`config.mk`:
```
export PLATFORM = sky130hd
export DESIGN_NAME = button_event
export DESIGN_NICKNAME = d
export VERILOG_FILES = /design/src/rtl/button_event_pkg.sv /design/src/rtl/evt_fifo.sv /design/src/rtl/button_event.sv
export SDC_FILE = /design/constraint.sdc
export NUM_CORES = 1
export LEC_CHECK = 0
export ABC_AREA = 1
export BUFFER_PORTS_ARGS = -buffer_cell sky130_fd_sc_hd__buf_2
export CAP_MARGIN = 0
export CORE_MARGIN = 4
export CORE_UTILIZATION = 29
export DETAILED_ROUTE_END_ITERATION = 16
export HOLD_SLACK_MARGIN = 0.05
export PLACE_DENSITY_LB_ADDON = 0.25
export SLEW_MARGIN = 5
export SYNTH_ARGS = -nofsm -noshare
export SYNTH_HDL_FRONTEND = slang
export SYNTH_SLANG_ARGS = --single-unit
```
`constraint.sdc`:
```
create_clock -name clk -period 2.2 [get_ports clk]
set_input_delay 0.22 -clock clk [delete_from_list [all_inputs] [get_ports clk]]
set_output_delay 0.22 -clock clk [all_outputs]
set_load 0.1 [all_outputs]
```
`src/rtl/button_event_pkg.sv`:
```
// Shared event codes and FSM state encoding for button_event.
// The HELD state only exists when BUTTON_EVENT_LONG_PRESS_EN is defined.
package button_event_pkg;

  typedef enum logic [1:0] {
    EVT_NONE    = 2'b00,
    EVT_PRESS   = 2'b01,
    EVT_RELEASE = 2'b10,
    EVT_LONG    = 2'b11
  } evt_code_t;

`ifdef BUTTON_EVENT_LONG_PRESS_EN
  typedef enum logic [1:0] {
    IDLE    = 2'd0,
    PRESSED = 2'd1,
    HELD    = 2'd2
  } state_t;
`else
  typedef enum logic {
    IDLE    = 1'b0,
    PRESSED = 1'b1
  } state_t;
`endif

endpackage

```
`src/rtl/evt_fifo.sv`:
```
// In-order event queue, head visible combinationally; a push is readable one edge later.
// Push while full is accepted only alongside a pop; a pop while empty is ignored.
module evt_fifo #(
  parameter int WIDTH = 2,
  parameter int DEPTH = 4
) (
  input  logic                     clk,
  input  logic                     rst,
  input  logic                     push,
  input  logic [WIDTH-1:0]         din,
  input  logic                     pop,
  output logic [WIDTH-1:0]         dout,
  output logic                     full,
  output logic                     empty,
  output logic [$clog2(DEPTH):0]   count
);

  localparam int AW = $clog2(DEPTH);
  localparam logic [AW:0] FULL_CNT = (AW+1)'(DEPTH);

  logic [WIDTH-1:0] mem [DEPTH];
  logic [AW-1:0]    wr_ptr;
  logic [AW-1:0]    rd_ptr;
  logic             do_push;
  logic             do_pop;

  assign empty   = (count == '0);
  assign full    = (count == FULL_CNT);
  assign do_pop  = pop & ~empty;
  assign do_push = push & (~full | do_pop);
  assign dout    = empty ? '0 : mem[rd_ptr];

  always_ff @(posedge clk) begin
    if (do_push) mem[wr_ptr] <= din;
  end

  // DEPTH is a power of two, so pointer overflow is the wrap.
  always_ff @(posedge clk or posedge rst) begin
    if (rst) begin
      wr_ptr <= '0;
      rd_ptr <= '0;
      count  <= '0;
    end else begin
      if (do_push) wr_ptr <= wr_ptr + 1'b1;
      if (do_pop)  rd_ptr <= rd_ptr + 1'b1;
      case ({do_push, do_pop})
        2'b10:   count <= count + 1'b1;
        2'b01:   count <= count - 1'b1;
        default: count <= count;
      endcase
    end
  end

endmodule

```
`src/rtl/button_event.sv`:
```
// Turns a debounced button level into PRESS/RELEASE (and LONG with BUTTON_EVENT_LONG_PRESS_EN)
// events, queued with latency 1; valid/ready drain, full queue drops and sets sticky overflow.
module button_event
  import button_event_pkg::*;
#(
  parameter int unsigned LONG_CYCLES = 25_000_000,
  parameter int          FIFO_DEPTH  = 4
) (
  input  logic                          clk,
  input  logic                          rst,
  input  logic                          debounced,
  output logic [1:0]                    evt_code,
  output logic                          evt_valid,
  input  logic                          evt_ready,
  output logic [$clog2(FIFO_DEPTH):0]   evt_count,
  output logic                          overflow,
  input  logic                          clr_ovf
);

  state_t    state;
  state_t    state_nxt;
  logic      btn_q;
  logic      rise;
  logic      fall;
  logic      push;
  evt_code_t push_code;
  logic      pop;
  logic      full;
  logic      empty;

  assign rise = debounced & ~btn_q;
  assign fall = ~debounced & btn_q;

`ifdef BUTTON_EVENT_LONG_PRESS_EN
  logic [31:0] hold_cnt;
  logic [31:0] hold_cnt_nxt;

  always_ff @(posedge clk or posedge rst) begin
    if (rst) hold_cnt <= '0;
    else     hold_cnt <= hold_cnt_nxt;
  end
`else
  if (LONG_CYCLES < 2) begin : g_long_cycles_unused
  end
`endif

  always_ff @(posedge clk or posedge rst) begin
    if (rst) begin
      state <= IDLE;
      btn_q <= 1'b0;
    end else begin
      state <= state_nxt;
      btn_q <= debounced;
    end
  end

  always_comb begin
    state_nxt = state;
    push      = 1'b0;
    push_code = EVT_NONE;
`ifdef BUTTON_EVENT_LONG_PRESS_EN
    hold_cnt_nxt = hold_cnt;
`endif
    case (state)
      IDLE: begin
        if (rise) begin
          push      = 1'b1;
          push_code = EVT_PRESS;
          state_nxt = PRESSED;
`ifdef BUTTON_EVENT_LONG_PRESS_EN
          hold_cnt_nxt = '0;
`endif
        end
      end
      PRESSED: begin
        // A release in the LONG cycle wins: the press never became long.
        if (fall) begin
          push      = 1'b1;
          push_code = EVT_RELEASE;
          state_nxt = IDLE;
        end
`ifdef BUTTON_EVENT_LONG_PRESS_EN
        else if (debounced) begin
          if (hold_cnt != '1) hold_cnt_nxt = hold_cnt + 32'd1;
          if (hold_cnt == LONG_CYCLES - 1) begin
            push      = 1'b1;
            push_code = EVT_LONG;
            state_nxt = HELD;
          end
        end
`endif
      end
`ifdef BUTTON_EVENT_LONG_PRESS_EN
      HELD: begin
        if (fall) begin
          push      = 1'b1;
          push_code = EVT_RELEASE;
          state_nxt = IDLE;
        end
      end
`endif
      default: state_nxt = IDLE;
    endcase
  end

  assign evt_valid = ~empty;
  assign pop       = evt_valid & evt_ready;

  evt_fifo #(
    .WIDTH (2),
    .DEPTH (FIFO_DEPTH)
  ) u_fifo (
    .clk   (clk),
    .rst   (rst),
    .push  (push),
    .din   (push_code),
    .pop   (pop),
    .dout  (evt_code),
    .full  (full),
    .empty (empty),
    .count (evt_count)
  );

  // Set beats clear so a drop in the clearing cycle is never lost.
  always_ff @(posedge clk or posedge rst) begin
    if (rst)                     overflow <= 1'b0;
    else if (push & full & ~pop) overflow <= 1'b1;
    else if (clr_ovf)            overflow <= 1'b0;
  end

endmodule
```
==> impl_metrics.csv <==
group,metric,value,unit
status,outcome,"finished clean",
global_route,grt_pass1_vias,614,
clock_tree,clock_path_buffers,2,
worst_setup_path,cp_max_fo,7,
floorplanning,start_util,30.56,%
synthesis,netlist_area,948.4,um^2
clock_tree,cts_tree,"built",
sta,rsz0062_at_grt,"false",
flow_run,maxCapViolations,0,
synthesis,ys_ff_latch,18,
sta,period_needed,2.058,ns
sta,worstMarginPinSlew,0.4859,ns
synthesis,synthTopCellsByArea,"dfrtp_1 (26%), edfxtp_1 (25%), inv_1 (9.5%)",
synthesis,ys_types,20,
synthesis,netlist_instances,103,
sta,drv_slew,0,
worst_setup_path,slowest_delay,0.52,ns
global_route,grt_pass1_wl,2601,um
sta,setup_ws,0.1417,ns
worst_setup_path,critPathRequiredTime,2.39,ns
synthesis,yosysTopAreaCellShare,26.39,%
worst_hold_path,hp-class,"input port to flip-flop",
detailed_routing,drc,0,
finish,instances_no_fill,163,
worst_setup_path,cp_cell_sequence,"nor2_4 -> nand2_2 -> nand2_4 -> ha_1 -> inv_1 -> fa_1 -> or2_2 -> nand4_1 -> nand2_1",
clock_tree,post-cts-setup-buffers,0,
sta,hold_viol,0,
sta,min_period_over_period,93.56,%
detailed_routing,via_per_inst,3.877,
finish,fillers,336,
sta,skew,0.005266,ns
worst_setup_path,cp-end-kind,"flip-flop",
clock_tree,cts.clk_slew.worst_paths,0.10,ns
floorplanning,ioPinCount,12,
floorplanning,die_area,0.004249,mm^2
floorplanning,fp-row-count,20,
finish,nNetsFinal,131,
placement,port_buffers,11,
synthesis,syn-num-nets,114,
sta,max_slew_margin,67.83,%
placement,place_congestion,0.7410,
detailed_routing,ant_nets,0,
synthesis,yosys_warnings,0,
floorplanning,die_w,65.19,um
finish,area_growth,18.87,%
placement,dpl.cell_count,158,
floorplanning,core_area,0.003103,mm^2
sta,setup-violations-final,0,
worst_setup_path,critPathKind,"flip-flop to flip-flop",
detailed_routing,drt-initial-drc-count,22,
finish,drive_gt1_share,26.05,%
detailed_routing,routed_wl,1487,um
detailed_routing,post_drt_wl_per_cell,9.123,um
global_route,grt_max_degree,11,
detailed_routing,firstDrtPassIters,4,
global_route,antenna_found_initial,0,
global_route,overflow,0,
worst_setup_path,worstSetupStartpointType,"flip-flop",
clock_tree,clock-sinks,18,
worst_setup_path,arrival,2.25,ns
sta,tns,0,ns
worst_setup_path,cp_slowest_cell,"dfrtp_4",
clock_tree,cts-htree-levels,1,
sta,fmax,485.8,MHz
clock_tree,clock_latency,0.29,ns
clock_tree,cts_root_buf,"clkbuf_4",
global_route,grt_use_total,8.318,%
placement,dp_slack,0.1459,ns
synthesis,yosys.area.top_type,"dfrtp_1",
synthesis,avgSynthCellArea,9.208,um^2
placement,dp_hpwl,1222,um
synthesis,ys_seq_area_share,51.72,%
detailed_routing,vias,632,
clock_tree,cts_made_buffers,3,
finish,antenna_cells,0,
floorplanning,die_h,65.19,um
worst_setup_path,worst-path-buf-inv,1,
worst_setup_path,cp_top_family,"simple AND/OR/NAND/NOR gates",
==> Yosys cell counts <==
master and n:
or2_2 2, dfrtp_1 10, nor2_2 1, a21oi_1 2, nand2_1 23, inv_1 24
nand4_1 1, fa_1 1, nand2_2 3, nor2_4 1, o21ai_1 1, nand2_4 2
xor2_2 1, xnor2_1 2, inv_2 2, ha_1 5, o21ai_0 2, nor2_1 4
nand3_1 8, edfxtp_1 8
==> worst paths after layout <==
kind                            startpoint              end  slack [ns]  cells past startpoint
setup / recovery           u_fifo.count[0]  u_fifo.count[2]        0.14                      9
hold reg to reg                      state            state        0.54                      2
setup reg to reg           u_fifo.count[0]  u_fifo.count[2]        0.14                      9
max in group asynchronous              rst  u_fifo.count[0]        1.46                      3
min in group asynchronous              rst  u_fifo.count[1]        0.43                      3
hold / removal                   debounced            btn_q        0.08                      1
==> layout make-up <==
cell class                 count  area (um^2)  area share, %
clock buffer                   3        22.52          1.998
clock inverter                 1        3.754         0.3330
inverter                      26        97.59          8.657
multi-input combinational     59        381.6          33.85
sequential                    18        501.7          44.51
tap                           44        55.05          4.883
timing repair buffer          12        65.06          5.771
==> kinds of logic after synthesis <==
kind of cell	synth area share [%]
flip-flops	51.71
adder cells (fa/ha/maj)	8.707
buffers and inverters	10.29
AND/OR/NAND/NOR	23.09
AO/OA/AOI/OAI	2.638
XOR/XNOR	3.563
==> worst reg2reg max path, cell delays in order (launching register included) <==
cell	delay (ns)
dfrtp_4	0.52
nor2_4	0.20
nand2_2	0.11
nand2_4	0.11
ha_1	0.14
inv_1	0.06
fa_1	0.37
or2_2	0.31
nand4_1	0.08
nand2_1	0.06
==> flip-flops by register name (all words and copies together) (netlist names) <==
| name | cells |
|---|---|
| u_fifo.rd_ptr | 2 |
| overflow | 1 |
| u_fifo.count | 3 |
| u_fifo.wr_ptr | 2 |
| state | 1 |
| btn_q | 1 |
| u_fifo.mem | 8 |
==> stage by stage <==
step	instance area (um^2)	utilization (%)	hold WS [ns]
after floorplan	980.9	-	0.06024
after global placement	1091	35.16	0.2181
after detailed placement	1091	35.16	0.2200
after CTS	1127	36.33	0.05858
after global routing	1127	36.33	0.05666
final	1127	36.33	0.07556
==> metal layers <==
layer	share of wire (%)	up-vias	GRT usage (%)
met5	0	-	0
met4	0.81	0	3.109
met3	5.8	2	4.103
met2	44	12	12.26
met1	50	276	10.42
li1	-	342	-
==> cell usage in the layout, fill, tap and decap left out, types with 3 or more instances in the layout <==
master and count:
buf_2 11, clkbuf_4 3, dfrtp_1 7, dfrtp_4 3, edfxtp_1 8, ha_1 5, inv_1 24, nand2_1 23
nand3_1 8, nor2_1 4
==> timing repair <==
| action | 4_1_cts | 5_1_grt |
|---|---|---|
| endpoints found under the hold margin | 10 | 0 |
| gates resized for setup | 0 | 0 |
| hold buffers | 1 | 0 |
| setup endpoints to repair | 0 | 0 |
Power is left out: the tool's default activity adds up to more than one toggle a clock period on the data nets, which glitch-free logic cannot reach.
